### src/rtl/speicher_steuerung.sv
// -----------------------------------------------------------------------------
// speicher_steuerung
//
// Memory controller between the CPU load/store/fetch path and a single-port
// synchronous RAM. The RAM does one write or one read per clock, returns read
// data registered one cycle later and has no reset.
//
// Only one CPU request is in flight at a time. The CPU raises Anfrage and
// keeps it high until it sees the one-cycle Fertig pulse. The top CPU address
// bit (bit 31 at the default width) selects memory-mapped I/O instead of RAM.
// The only I/O device is the 32-bit output register Ausgabe, which the program
// uses to drive its counter/LED output.
//
// Request timing, counting the accepting cycle as cycle 0:
//   RAM read  : LEERLAUF -> ZUGRIFF -> ANTWORT -> FERTIG  (Fertig in cycle 3)
//   RAM write : LEERLAUF -> ZUGRIFF -> FERTIG             (Fertig in cycle 2)
//   I/O       : LEERLAUF -> FERTIG                        (Fertig in cycle 1)
//
// Ports
//   Clock           in   system clock; all state changes on the rising edge
//   Reset           in   synchronous, active-high reset
//   Anfrage         in   CPU request valid, held until Fertig
//   Schreiben       in   1 = store, 0 = load; sampled with Anfrage
//   CpuAdresse      in   CPU word address; top bit selects I/O
//   CpuDatenRein    in   store data
//   CpuDatenRaus    out  load result, valid while Fertig = 1
//   Fertig          out  one-cycle done pulse
//   RamSchreibenAn  out  RAM write enable
//   RamAdresse      out  RAM word address
//   RamDatenRein    out  RAM write data
//   RamDatenRaus    in   RAM registered read data
//   Ausgabe         out  I/O output register
//   AusgabeGueltig  out  one-cycle pulse after each I/O write
// -----------------------------------------------------------------------------
module speicher_steuerung #(
  parameter int WORDSIZE     = 32,
  parameter int WORDS        = 256,
  parameter int ADRESSBREITE = 32
) (
  input  logic                     Clock,
  input  logic                     Reset,
  input  logic                     Anfrage,
  input  logic                     Schreiben,
  input  logic [ADRESSBREITE-1:0]  CpuAdresse,
  input  logic [WORDSIZE-1:0]      CpuDatenRein,
  output logic [WORDSIZE-1:0]      CpuDatenRaus,
  output logic                     Fertig,
  output logic                     RamSchreibenAn,
  output logic [$clog2(WORDS)-1:0] RamAdresse,
  output logic [WORDSIZE-1:0]      RamDatenRein,
  input  logic [WORDSIZE-1:0]      RamDatenRaus,
  output logic [WORDSIZE-1:0]      Ausgabe,
  output logic                     AusgabeGueltig
);

  localparam int RAMBREITE = $clog2(WORDS);
  // The I/O select is the most significant CPU address bit.
  localparam int IO_BIT    = ADRESSBREITE - 1;

  typedef enum logic [1:0] {
    LEERLAUF = 2'd0,
    ZUGRIFF  = 2'd1,
    ANTWORT  = 2'd2,
    FERTIG   = 2'd3
  } zustand_t;

  zustand_t                  zustand;
  zustand_t                  naechster;

  logic [ADRESSBREITE-1:0]   adresse_reg;
  logic [WORDSIZE-1:0]       daten_reg;
  logic                      schreiben_reg;

  logic                      annahme;
  logic                      io_anfrage;
  logic                      io_reg;

  // A request is taken only in LEERLAUF; Anfrage seen in FERTIG is ignored.
  assign annahme    = (zustand == LEERLAUF) && Anfrage;
  assign io_anfrage = CpuAdresse[IO_BIT];
  assign io_reg     = adresse_reg[IO_BIT];

  // ---------------------------------------------------------------------------
  // State register
  // ---------------------------------------------------------------------------
  always_ff @(posedge Clock) begin
    if (Reset) begin
      zustand <= LEERLAUF;
    end else begin
      zustand <= naechster;
    end
  end

  // ---------------------------------------------------------------------------
  // Next-state logic
  // ---------------------------------------------------------------------------
  always_comb begin
    naechster = zustand;
    case (zustand)
      LEERLAUF: begin
        if (Anfrage) begin
          // I/O completes in a single cycle, both for reads and writes.
          naechster = io_anfrage ? FERTIG : ZUGRIFF;
        end
      end
      ZUGRIFF: begin
        // A write is committed at this edge; a read still needs the
        // RAM's registered output cycle.
        naechster = schreiben_reg ? FERTIG : ANTWORT;
      end
      ANTWORT: begin
        naechster = FERTIG;
      end
      FERTIG: begin
        naechster = LEERLAUF;
      end
      default: begin
        naechster = LEERLAUF;
      end
    endcase
  end

  // ---------------------------------------------------------------------------
  // Output logic
  // ---------------------------------------------------------------------------
  always_comb begin
    Fertig         = 1'b0;
    AusgabeGueltig = 1'b0;
    RamSchreibenAn = 1'b0;
    case (zustand)
      ZUGRIFF: begin
        // Reset gates the enable so a write in flight is dropped at once.
        RamSchreibenAn = schreiben_reg && !Reset;
      end
      FERTIG: begin
        Fertig         = 1'b1;
        AusgabeGueltig = io_reg && schreiben_reg;
      end
      default: begin
        Fertig         = 1'b0;
      end
    endcase
  end

  // The RAM side simply mirrors the latched request in every state; only
  // the write enable is state dependent. Upper address bits below the I/O
  // bit are dropped, so RAM addresses alias modulo WORDS.
  assign RamAdresse   = adresse_reg[RAMBREITE-1:0];
  assign RamDatenRein = daten_reg;

  // ---------------------------------------------------------------------------
  // Request latch, load result and I/O output register
  // ---------------------------------------------------------------------------
  always_ff @(posedge Clock) begin
    if (Reset) begin
      adresse_reg   <= '0;
      daten_reg     <= '0;
      schreiben_reg <= 1'b0;
      CpuDatenRaus  <= '0;
      Ausgabe       <= '0;
    end else begin
      if (annahme) begin
        adresse_reg   <= CpuAdresse;
        daten_reg     <= CpuDatenRein;
        schreiben_reg <= Schreiben;
        if (io_anfrage) begin
          if (Schreiben) begin
            Ausgabe      <= CpuDatenRein;
          end else begin
            CpuDatenRaus <= Ausgabe;
          end
        end
      end
      // RAM read data is valid during ANTWORT and is captured for FERTIG.
      if (zustand == ANTWORT) begin
        CpuDatenRaus <= RamDatenRaus;
      end
    end
  end

endmodule

### config.mk
export PLATFORM = sky130hd
export DESIGN_NAME = speicher_steuerung
export DESIGN_NICKNAME = d
export VERILOG_FILES = /design/src/rtl/speicher_steuerung.sv
export SDC_FILE = /design/constraint.sdc
export NUM_CORES = 1
export LEC_CHECK = 0
export BUFFER_PORTS_ARGS = -buffer_cell sky130_fd_sc_hd__buf_2
export CORE_ASPECT_RATIO = 1.2
export CORE_UTILIZATION = 38
export DETAILED_ROUTE_END_ITERATION = 7
export GPL_TIMING_DRIVEN = 0
export PLACE_DENSITY = 0.75
export SLEW_MARGIN = 20
export SYNTH_ARGS = -nofsm -noshare
export SYNTH_HDL_FRONTEND = slang
export SYNTH_SLANG_ARGS = --single-unit
### constraint.sdc
create_clock -name Clock -period 2.2 [get_ports Clock]
set_clock_uncertainty 0.05 [all_clocks]
set_input_delay 0.44 -clock Clock [delete_from_list [all_inputs] [get_ports Clock]]
set_output_delay 0.44 -clock Clock [all_outputs]
set_load 0.005 [all_outputs]
==> metrics.cfg <==
[run_status]
result_of_the_run=finished, final reports clean

[logic_synthesis]
synth_async_sr_flop_share_pct=0
postSynth.topFlopCell=sky130_fd_sc_hd__dfxtp_1
postSynthRegisterBits=108
synth_cells=535
count_of_cell_types_in_the_netlist=23
synth_largest_type_area_fraction_pct=48.5
syn_avg_cell_area_sq_um=8.34
synth_area_sq_um=4460
syn_nets=640
yosys-top-cells-area=sky130_fd_sc_hd__dfxtp_1, sky130_fd_sc_hd__nand2_1, sky130_fd_sc_hd__a2111oi_2
yosysSeqAreaShare_pct=48.5
synth_enable_flop_cells=0
netlist.top_cell.by_area=sky130_fd_sc_hd__dfxtp_1
synthesis.yosys.warnings=0

[floorplanning]
design.core.area_sq_um=11500
fp-row-count=43
pin_count=207
dieHeight_um=121
fp.dieArea_sq_um=12200
start_util_pct=38.7
floorplan.die.width_um=101

[critical_path]
worst-path-buf-inv=2
reg2reg_to=CpuDatenRaus[8]
endpoint_kind=flop
critPathTopFamily=buffers and inverters
startpoint_type=flop
crit-reg2reg-launch=zustand[0]
cp_slowest_stage_delay_ns=0.42
critical_path_arrival_ns=2.19
worstSetupPathType=reg2reg
rrSetupSlack_ns=0.20
critical_path.cell_chain=inv_1 -> ha_1 -> nand4b_1 -> clkbuf_1 -> nor3_1 -> a2111oi_2
worst_path_max_delay_cell=sky130_fd_sc_hd__clkbuf_1
worst-endpoint-required_ns=2.38
timing.reg2reg.worst_path_depth=6
path_max_fanout=10

[detailed_routing]
route.detailed.wl_per_inst_um=14.7
route.detailed.drc=0
route.detailed.vias_per_inst=4.73
dr.pass1.iters=4
drt_first_iter_violations=154
routed-via-count=4202
routed_wirelength_um=13100
route.antenna.remaining_nets=0

[timing]
post-route-period-util_pct=91.0
worst-slew-pin-transition_ns=0.725
setup-violations-final=0
worst_slew_margin_rel_pct=51.7
drv_slew=0
hold_viol_final=0
fmax_mhz=500
rsz0062_at_grt=no
worst_case_setup_margin_in_the_final_layout_ns=0.199
fin_crit_ns=2.00
setup_tns_after_final_layout_ns=0

[final_layout]
final_core_util_pct=50.9
syn2layout_area_growth_pct=31.4
fillers=1194
layout_cell_share_with_drive_strength_beyond_1_pct=34.5
design.final.nets=833

[clock_network]
cts_repair_resize_count=0
cts_made_buffers=9
clock_sink_count=108
clk_root_buffer_cell=sky130_fd_sc_hd__clkbuf_16
postCtsHoldBufs=0
clock_path_buffers=2
cts_post_setup_buffers_inserted=0
cts_tree=done
htreeDepth=3
worstSkewPairLatency_ns=0.34
clkTransAtPathRegs_ns=0.07

[power]
cellPowerDensity_nw_per_um2=1120
comb_power_share_pct=35.6
p_switching_mw=2.26
sequentialPowerShare_pct=39.9
switching_share_pct=34.4
ir_drop_mv=0.454
power.clock.fraction_pct=24.5
fin_total_pwr_mw=6.57
p_int_mw=4.31
leakagePower_nw=2.70

[min_path]
hold_sp=CpuAdresse[7]
whs_path_depth=3
hold-path-endpoint=adresse_reg[7]
worst_hold_path_type=in2reg

[global_routing]
grt_remaining_overflow=0
global_route.usage.total_pct=22.0
grt_max_degree=16
number_of_global_route_vias_before_repair=4045
grt_pass1_wl_um=20600
number_of_antenna_violations_at_the_first_check_in_global_routing=1

[place]
io_buffer_count=182
placement.setup.worst_slack_ns=0.184
detailed_place_hpwl_um=10300
place.gp.congestion=0.854

[run]
max_cap_violations=0

-- worst max path at each step --
stage | startpoint | end | slack (ns) | cells past startpoint
floorplan | Reset | RamSchreibenAn | 0.57 | 4
global placement | Reset | RamSchreibenAn | 0.18 | 5
detailed placement | Reset | RamSchreibenAn | 0.18 | 5
CTS | Reset | RamSchreibenAn | 0.18 | 5
global route | zustand[0] | CpuDatenRaus[8] | 0.004 | 6
finish | zustand[0] | CpuDatenRaus[8] | 0.20 | 6
-- tightest hold or removal path: cells and delay by family --
family,cells,cell delay (ns)
compound gates,1,0.05
simple gates,1,0.04
buf+inv,1,0.10
-- Yosys cell counts (3+ instances only) --
cell type,number
sky130_fd_sc_hd__buf_6,3
sky130_fd_sc_hd__dfxtp_1,108
sky130_fd_sc_hd__inv_1,34
sky130_fd_sc_hd__a2111oi_2,31
sky130_fd_sc_hd__ha_1,5
sky130_fd_sc_hd__nor3_1,64
sky130_fd_sc_hd__clkbuf_1,28
sky130_fd_sc_hd__buf_4,10
sky130_fd_sc_hd__a21oi_1,74
sky130_fd_sc_hd__buf_2,13
sky130_fd_sc_hd__nand2_1,150
-- layout make-up --
| class | count | area, sq um | area share, % |
|---|---|---|---|
| Antenna cell | 1 | 2.50 | 0.0427 |
| Buffer | 54 | 279 | 4.76 |
| Clock buffer | 12 | 256 | 4.38 |
| Clock inverter | 2 | 35.0 | 0.598 |
| Inverter | 34 | 128 | 2.18 |
| Multi-Input combinational cell | 339 | 1890 | 32.3 |
| Sequential cell | 108 | 2160 | 36.9 |
| Tap cell | 157 | 196 | 3.35 |
| Timing Repair Buffer | 182 | 911 | 15.5 |
-- placed cells by master, fill, tap and decap left out, types with 9 or more instances in the layout --
cell type                   Yosys  layout
sky130_fd_sc_hd__buf_2         13     195
sky130_fd_sc_hd__nand2_1      150     150
sky130_fd_sc_hd__dfxtp_1      108     108
sky130_fd_sc_hd__a21oi_1       74      74
sky130_fd_sc_hd__nor3_1        64      64
sky130_fd_sc_hd__inv_1         34      34
sky130_fd_sc_hd__a2111oi_2     31      31
sky130_fd_sc_hd__clkbuf_1      28      29
sky130_fd_sc_hd__buf_4         10      10
sky130_fd_sc_hd__clkbuf_16      0       9
-- cells by family after synthesis --
| kind of cell | share of synthesized area, % |
|---|---|
| AND/OR/NAND/NOR | 21.4 |
| buffers and inverters | 9.12 |
| flip-flops | 48.5 |
| multiplexers | 0.224 |
| AO/OA/AOI/OAI | 19.4 |
| adder cells (fa/ha/maj) | 1.40 |
-- routing by layer --
| layer | GRT usage (%) | part of all wire, % | up-vias |
|---|---|---|---|
| li1 | - | - | 2178 |
| met1 | 25.8 | 42 | 1895 |
| met2 | 39.1 | 52 | 110 |
| met3 | 3.35 | 4.3 | 19 |
| met4 | 9.51 | 2.2 | 0 |
| met5 | 0 | 0 | - |
-- power by group through the flow --
| stage | combinational, mW | clock (mW) | sequential [mW] |
|---|---|---|---|
| floorplan | 1.48 | 0 | 2.68 |
| global placement | 2.30 | 0 | 2.66 |
| detailed placement | 2.35 | 0 | 2.66 |
| CTS | 2.36 | 1.65 | 2.62 |
| global route | 2.61 | 1.72 | 2.68 |
| finish | 2.34 | 1.61 | 2.62 |
-- per-stage QoR --
stage	hold slack, ns	instance area (sq um)	std cells
after floorplan	0.382	4460	535
after global placement	0.389	5570	874
after detailed placement	0.394	5570	874
after CTS	0.266	5860	888
after global routing	0.284	5860	889
final	0.286	5860	889
Power figures use the tool's default switching activity.
